===== src/rtl/alu_arbiter.sv =====
// alu_arbiter: two-requester front end for a shared arithmetic_logic_system.
// Grants one requester, holds its operands steady for WAIT_CYC edges while the
// (registered) ALU settles, captures ALUout/AltB, then pulses that requester's done.
// Optional macro ALU_ARB_RR_EN: round-robin arbitration between simultaneous
// requests; without it requester 0 has fixed priority.
module alu_arbiter #(
    parameter int WAIT_CYC = 2
) (
    input  logic        clk,
    input  logic        rst_n,
    input  logic        req0,
    input  logic        req1,
    input  logic [15:0] a0,
    input  logic [15:0] b0,
    input  logic [15:0] imm0,
    input  logic [15:0] a1,
    input  logic [15:0] b1,
    input  logic [15:0] imm1,
    input  logic        src0,
    input  logic        src1,
    input  logic [2:0]  op0,
    input  logic [2:0]  op1,
    output logic        gnt0,
    output logic        gnt1,
    output logic        done0,
    output logic        done1,
    output logic [15:0] result,
    output logic        altb,
    output logic [15:0] alu_a,
    output logic [15:0] alu_b,
    output logic [15:0] alu_imm,
    output logic        alu_src,
    output logic [2:0]  alu_op,
    input  logic [15:0] alu_out,
    input  logic        alu_altb
);

    localparam logic [1:0] S_IDLE = 2'd0;
    localparam logic [1:0] S_EXEC = 2'd1;
    localparam logic [1:0] S_DONE = 2'd2;

    localparam logic [2:0] CNT_LOAD = 3'(WAIT_CYC - 1);

    logic [1:0]  r_state;
    logic [2:0]  r_cnt;
    logic [15:0] r_a, r_b, r_imm, r_result;
    logic        r_src, r_altb;
    logic [2:0]  r_op;
    logic        r_gnt0, r_gnt1, r_done0, r_done1;
    logic        r_id;       // requester owning the operation in flight
    logic        w_any_req;
    logic        w_win1;     // requester 1 wins this arbitration

    assign w_any_req = req0 | req1;

`ifdef ALU_ARB_RR_EN
    logic r_last;            // last granted requester; reset to 1 so 0 wins first

    // Round-robin pointer: only moves when a grant is actually issued
    always_ff @(posedge clk or negedge rst_n) begin
        if (!rst_n)
            r_last <= 1'b1;
        else if (r_state == S_IDLE && w_any_req)
            r_last <= w_win1;
    end

    assign w_win1 = req1 & (~req0 | ~r_last);
`else
    assign w_win1 = req1 & ~req0;
`endif

    // Arbitration FSM, operand capture, result capture and pulse generation
    always_ff @(posedge clk or negedge rst_n) begin
        if (!rst_n) begin
            r_state  <= S_IDLE;
            r_cnt    <= '0;
            r_a      <= '0;
            r_b      <= '0;
            r_imm    <= '0;
            r_src    <= 1'b0;
            r_op     <= '0;
            r_id     <= 1'b0;
            r_gnt0   <= 1'b0;
            r_gnt1   <= 1'b0;
            r_done0  <= 1'b0;
            r_done1  <= 1'b0;
            r_result <= '0;
            r_altb   <= 1'b0;
        end else begin
            // pulses default low; set only on the edge that starts them
            r_gnt0  <= 1'b0;
            r_gnt1  <= 1'b0;
            r_done0 <= 1'b0;
            r_done1 <= 1'b0;
            case (r_state)
                S_IDLE: begin
                    if (w_any_req) begin
                        r_id   <= w_win1;
                        r_gnt0 <= ~w_win1;
                        r_gnt1 <= w_win1;
                        r_a    <= w_win1 ? a1   : a0;
                        r_b    <= w_win1 ? b1   : b0;
                        r_imm  <= w_win1 ? imm1 : imm0;
                        r_src  <= w_win1 ? src1 : src0;
                        r_op   <= w_win1 ? op1  : op0;
                        r_cnt  <= CNT_LOAD;
                        r_state <= S_EXEC;
                    end
                end
                S_EXEC: begin
                    if (r_cnt == 3'd0) begin
                        r_result <= alu_out;
                        r_altb   <= alu_altb;
                        r_done0  <= ~r_id;
                        r_done1  <= r_id;
                        r_state  <= S_DONE;
                    end else begin
                        r_cnt <= r_cnt - 3'd1;
                    end
                end
                S_DONE: begin
                    r_state <= S_IDLE;
                end
                default: begin
                    r_state <= S_IDLE;
                end
            endcase
        end
    end

    assign gnt0    = r_gnt0;
    assign gnt1    = r_gnt1;
    assign done0   = r_done0;
    assign done1   = r_done1;
    assign result  = r_result;
    assign altb    = r_altb;
    assign alu_a   = r_a;
    assign alu_b   = r_b;
    assign alu_imm = r_imm;
    assign alu_src = r_src;
    assign alu_op  = r_op;

endmodule


===== config.mk =====
export PLATFORM = sky130hd
export DESIGN_NAME = alu_arbiter
export DESIGN_NICKNAME = d
export VERILOG_FILES = /design/src/rtl/alu_arbiter.sv
export SDC_FILE = /design/constraint.sdc
export NUM_CORES = 1
export LEC_CHECK = 0
export BUFFER_PORTS_ARGS = -buffer_cell sky130_fd_sc_hd__buf_2
export CAP_MARGIN = 20
export CORE_MARGIN = 4
export CORE_UTILIZATION = 46
export CTS_BUF_LIST = sky130_fd_sc_hd__clkbuf_4 sky130_fd_sc_hd__clkbuf_8
export CTS_CLUSTER_SIZE = 14
export DETAILED_ROUTE_END_ITERATION = 12
export GPL_TIMING_DRIVEN = 0
export PLACE_DENSITY = 0.82
export SLEW_MARGIN = 10
export SYNTH_ARGS = -nofsm -noshare
export SYNTH_HDL_FRONTEND = slang
export SYNTH_SLANG_ARGS = --single-unit

===== constraint.sdc =====
create_clock -name clk -period 2.2 [get_ports clk]
set_input_delay 0.11 -clock clk [delete_from_list [all_inputs] [get_ports clk]]
set_output_delay 0.11 -clock clk [all_outputs]
set_load 0.02 [all_outputs]

==> impl_metrics.ini, run 1 <==
[job]
drv_cap = 0

[setup_path]
reg2reg_depth = 6
r2r-end = result[10]
max_stage_delay_ns = 0.38
worstSetupPathType = register to register
cp-startpoint = r_cnt[0]
regToRegSetupSlack_ns = 0.43
slowest_stage = dfrtp_1
crit_end = result[10]
crit_path_end_kind = register
worst_setup_path_start_kind = register
r2r_start = r_cnt[0]
crit_chain = inv_1 -> ha_1 -> nand2b_1 -> nor2_4 -> buf_6 -> mux2_2
critPathArrivalTime_ns = 1.99
cp_data_required_time_ns = 2.42
path_max_fanout = 10

[clock_tree]
numCtsBuffers = 9
clk_pin_slew_worst_paths_ns = 0.08
insertion_delay_ns = 0.34
cts_buffer_depth = 2
htreeDepth = 3
ctsResizeCount = 0
clockRootBuffer = clkbuf_8
cts_tree = done
cts.sinks = 79

[synthesis]
synthCells = 305
synth_edf_count = 0
seq_area_frac_synth_pct = 54.8
yosysWarnings = 0
async_flop_share_pct = 100
ys_seq_elements = 79
synth_flop_cell = dfrtp_1
netlist_area_sq_um = 3610
avgSynthCellArea_sq_um = 11.8
synth_nets = 432
ys_types = 25

[floorplanning]
core_sq_um = 7690
die-area_sq_um = 9320
fp.dieH_microns = 96.6
initial_utilization_pct = 46.9
die-width_microns = 96.6
io_pins = 198
rows = 32

[drt]
drc = 0
drt_first_pass_iters = 4
via_per_inst = 5.04
wl_per_cell_microns = 15.5
dr.first_iter.drc_count = 76
wl_microns = 9860
postRouteAntennaNets = 0
vias = 3214

[placement]
dp_hpwl_microns = 7280
port_buffers = 197
gp_congestion = 0.724

[layout]
layout.area.seq_sq_um = 1980
drive_gt1_share_pct = 48.5
multi_input_area_sq_um = 1440
final_util_pct = 66.7
syn_to_final_growth_pct = 42.2
antennaDiodeCount = 0
nets = 658
fillerInstances = 609

[grt]
grt_pass1_wl_microns = 14700
gr-total-overflow = 0
first_global_vias = 3079
track_usage_pct = 20.8
antenna_found_initial = 0
grt_max_degree = 45

[pwr]
peakVddDrop_mv = 0.770
p_leak_uw = 0.00246
powerDensity_nw_per_um2 = 1390

[sta]
final_hold_viol_count = 0
fin_crit_ns = 1.77
rsz0062_at_grt = false
setup_viol = 0
finalSetupTns_ns = 0
final_max_slew_viol_count = 0
period_share_pct = 80.2
max_freq_mhz = 567
finalClockSkew_ns = 0.0111
max_slew_margin_pct = 68.3
worstMarginPinSlew_ns = 0.476

[outcome]
status = finished clean

[worst_hold_path]
hold_path_class = input pin to register
-- worst max-delay path, delay by kind of cell (launching register included) --
family	cells	cell delay, ns
AND/OR/NAND/NOR	2	0.46
multiplexers	1	0.34
adder cells (fa/ha/maj)	1	0.17
flip-flops	1	0.38
buffers and inverters	2	0.30
-- worst min path at each step --
stage | startpoint | endpoint | slack, ns | cells after the start
6_report | alu_out[2] | result[2] | 0.02 | 2
5_1_grt | alu_out[2] | result[2] | 0.01 | 2
4_1_cts | alu_out[0] | result[0] | 0.0007 | 2
3_5_place_dp | rst_n | alu_imm[5] | 0.1 | 1
3_3_place_gp | alu_out[7] | result[7] | 0.34 | 2
2_1_floorplan | rst_n | altb | -0.19 | 0
-- where the power goes --
group          switching [uW]  leakage [uW]  internal, uW
clock network             513      0.000110           644
registers                 359      0.000900          2160
logic                    2140       0.00145          1330
-- synthesized netlist by cell type, types with 2 or more instances --
library cell,count,area share (%)
nor3_1,2,0.28
a21oi_2,11,2.7
nand2_1,2,0.21
nor2_1,2,0.21
mux2i_1,52,14
buf_6,8,2.5
dfrtp_1,79,55
mux2_2,17,5.3
a21oi_1,95,13
and2_1,4,0.69
nor2b_1,2,0.35
ha_1,2,0.69
clkbuf_1,9,0.94
buf_4,5,1.0
nand2b_1,2,0.35
buf_2,2,0.28
inv_1,3,0.31
-- final cells by class --
class	instances	share of cell area, %
flip-flops and latches	79	38.5
multi-input cells	198	28.1
repair buffers	215	23.0
clock buffers	14	3.51
plain buffers	25	3.49
well taps	102	2.49
clock inverters	2	0.732
inverters	3	0.219
-- cell families after synthesis --
group                    after synthesis  synth area share (%)
multiplexers                          69                  19.7
buffers and inverters                 28                  5.27
AO/OA/AOI/OAI                        109                  16.5
adder cells (fa/ha/maj)                2                 0.694
flip-flops                            79                  54.8
AND/OR/NAND/NOR                       18                  2.95
-- state kept, by name, indices dropped and copies added (netlist names) --
register,cells
alu_imm,16
r_id,1
done1,1
alu_b,16
done0,1
alu_a,16
gnt0,1
alu_op,3
r_cnt,3
result,16
gnt1,1
altb,1
r_state,2
alu_src,1
-- per-layer routing --
metal | GRT usage, % | routed length [microns] | vias up
li1 | - | - | 1540
met1 | 24.3 | 3810 | 1523
met2 | 35.9 | 5040 | 137
met3 | 5.81 | 858 | 14
met4 | 8.41 | 155 | 0
met5 | 0 | 0 | -
-- metrics by stage --
stage | cell area, sq um | worst slack [ns] | hold WS, ns | instances | power [uW]
floorplan | 3610 | 0.635 | -0.186 | 305 | 4790
global placement | 4720 | 0.506 | 0.342 | 604 | 5870
CTS | 5120 | 0.436 | 0.000732 | 637 | 7220
detailed placement | 4740 | 0.451 | 0.0999 | 605 | 6020
finish | 5130 | 0.435 | 0.0180 | 638 | 7150
global route | 5130 | 0.289 | 0.0103 | 638 | 7650
-- cells in the final DEF (no fill, tap or decap), types with 8 or more instances in the layout --
| cell type | instances |
|---|---|
| clkbuf_8 | 12 |
| buf_6 | 8 |
| dlygate4sd3_1 | 17 |
| buf_2 | 198 |
| mux2i_1 | 52 |
| a21oi_1 | 95 |
| clkbuf_1 | 9 |
| dfrtp_1 | 79 |
| mux2_2 | 17 |
| a21oi_2 | 11 |
-- timing repair --
item | in CTS | in global routing
hold buffers | 16 | 1
setup buffers | 0 | 0
endpoints found under the hold margin | 50 | 1
(Power assumes the default switching activity.)
==> inputs of run 2 (changes only) <==
--- a/config.mk
+++ b/config.mk
@@ -8,12 +8,12 @@
 export BUFFER_PORTS_ARGS = -buffer_cell sky130_fd_sc_hd__buf_2
 export CAP_MARGIN = 20
 export CORE_MARGIN = 4
-export CORE_UTILIZATION = 46
+export CORE_UTILIZATION = 42
 export CTS_BUF_LIST = sky130_fd_sc_hd__clkbuf_4 sky130_fd_sc_hd__clkbuf_8
 export CTS_CLUSTER_SIZE = 14
 export DETAILED_ROUTE_END_ITERATION = 12
 export GPL_TIMING_DRIVEN = 0
-export PLACE_DENSITY = 0.82
+export PLACE_DENSITY = 0.79
 export SLEW_MARGIN = 10
 export SYNTH_ARGS = -nofsm -noshare
 export SYNTH_HDL_FRONTEND = slang
==> constraint.sdc (replaced) <==
create_clock -name clk -period 1.5 [get_ports clk]
set_input_delay 0.075 -clock clk [delete_from_list [all_inputs] [get_ports clk]]
set_output_delay 0.075 -clock clk [all_outputs]
set_load 0.02 [all_outputs]
==> impl_metrics.ini, run 2 (synthesis results as in run 1) <==
[outcome]
status = finished clean

[setup_path]
regToRegSetupSlack_ns = 0.05
critPathBufInv = 5
worstSetupPathType = input pin to register
critPathArrivalTime_ns = 1.72
r2r_start = r_cnt[0]
cpMostUsedCell = buf_6
reg2reg_depth = 6
r2r-end = result[11]
path_max_fanout = 10
crit_family = buffers and inverters
slowest_stage = dlygate4sd3_1
max_stage_delay_ns = 0.54
crit_path_end_kind = register
crit_chain = dlygate4sd3_1 -> buf_2 -> or2_1 -> buf_6 -> and2_1 -> buf_6 -> buf_6 -> a21oi_1
worst_setup_path_start_kind = input pin
cp_data_required_time_ns = 1.76

[pwr]
finalPower_uw = 10900
peakVddDrop_mv = 1.10
powerDensity_nw_per_um2 = 2040
p_leak_uw = 0.00254

[sta]
hold_slack_ns = 0.0318
finalClockSkew_ns = 0.00381
period_share_pct = 97.5
finalSetupTns_ns = 0
rsz0062_at_grt = true
max_slew_margin_pct = 67.9
max_freq_mhz = 684
final_max_slew_viol_count = 0
setup_viol = 0
worstMarginPinSlew_ns = 0.481
final_hold_viol_count = 0
fin_crit_ns = 1.46
finalWorstSetupSlack_ns = 0.0378

[clock_tree]
htreeDepth = 3
clk_pin_slew_worst_paths_ns = 0.08
numCtsBuffers = 9
cts_tree = done
clockRootBuffer = clkbuf_8
cts.sinks = 79
cts_buffer_depth = 2
insertion_delay_ns = 0.34

[worst_hold_path]
worstHoldStart = a0[7]
holdPathStages = 3
hold_path_class = input pin to register
whs_endpoint = alu_a[7]

[job]
drv_cap = 0

[grt]
first_global_vias = 3256
antenna_found_initial = 0
track_usage_pct = 18.8
gr-total-overflow = 0
grt_pass1_wl_microns = 15200
grt_max_degree = 45

[floorplanning]
die-width_microns = 101
fp.dieH_microns = 101
rows = 33
core_sq_um = 8300
die-area_sq_um = 10100
io_pins = 198
initial_utilization_pct = 43.5

[placement]
gp_congestion = 0.783
port_buffers = 197
dp_hpwl_microns = 7230
post_dp_cell_area_sq_um = 4770
place_ws_ns = -0.158

[drt]
drt_first_pass_iters = 4
drc = 0
via_per_inst = 5.02
wl_microns = 10100
wl_per_cell_microns = 15.6
dr.first_iter.drc_count = 92
postRouteAntennaNets = 0
vias = 3254

[layout]
mostFrequentLayoutCells = buf_2 (198), a21oi_1 (83), dfrtp_1 (79)
fin_area_sq_um = 5330
drive_gt1_share_pct = 52.9
nets = 665
syn_to_final_growth_pct = 47.7
fillerInstances = 673
antennaDiodeCount = 0
final_common_cell = buf_2
==> run 2: metal layers <==
| layer | up-vias | track usage, % | routed length (microns) |
|---|---|---|---|
| met5 | - | 0 | 0 |
| met1 | 1555 | 22.6 | 4100 |
| met4 | 0 | 6.74 | 161 |
| met2 | 126 | 32.6 | 5080 |
| met3 | 16 | 4.91 | 778 |
| li1 | 1557 | - | - |
==> run 2: power breakdown <==
part           internal, uW  total, uW  switching (uW)
combinational          2250       5540            3290
clock                   857       1610             750
sequential             3170       3730             561
==> run 2: how the worst max path moves through the flow <==
stage,startpoint,end,cells after the start
2_1_floorplan,r_cnt[0],result[10],6
3_3_place_gp,rst_n,alu_b[12],1
3_5_place_dp,r_cnt[0],result[11],6
4_1_cts,r_cnt[0],result[11],6
5_1_grt,req1,alu_b[11],8
6_report,req1,alu_b[11],8
==> run 2: final cells by class <==
cell class / count / area [sq um] / area share [%]
clock inverters: 5 / 56.3 / 1.06
flip-flops and latches: 79 / 1980 / 37.1
clock buffers: 11 / 151 / 2.84
plain buffers: 25 / 190 / 3.57
repair buffers: 222 / 1250 / 23.6
well taps: 105 / 131 / 2.47
multi-input cells: 198 / 1560 / 29.2
inverters: 3 / 11.3 / 0.211
==> run 2: tightest hold or removal path, delay by kind of cell <==
family,cells,cell delay (ns)
AOI/OAI and AO/OA,1,0.13
buffers and inverters,1,0.07
muxes,1,0.06
==> run 2: what timing repair did <==
item | 4_1_cts | 5_1_grt
gates cloned | 0 | 1
pin swaps | 1 | 0
setup buffers | 1 | 2
endpoints found under the setup margin | 30 | 63
endpoints found under the hold margin | 54 | 0
resized for setup | 3 | 33
hold buffers | 20 | 0
==> run 2: through the flow <==
stage | util (%) | std cells
CTS | 62.7 | 645
floorplan | - | 305
detailed placement | 57.4 | 608
finish | 64.2 | 648
global placement | 57.2 | 607
global route | 64.2 | 648
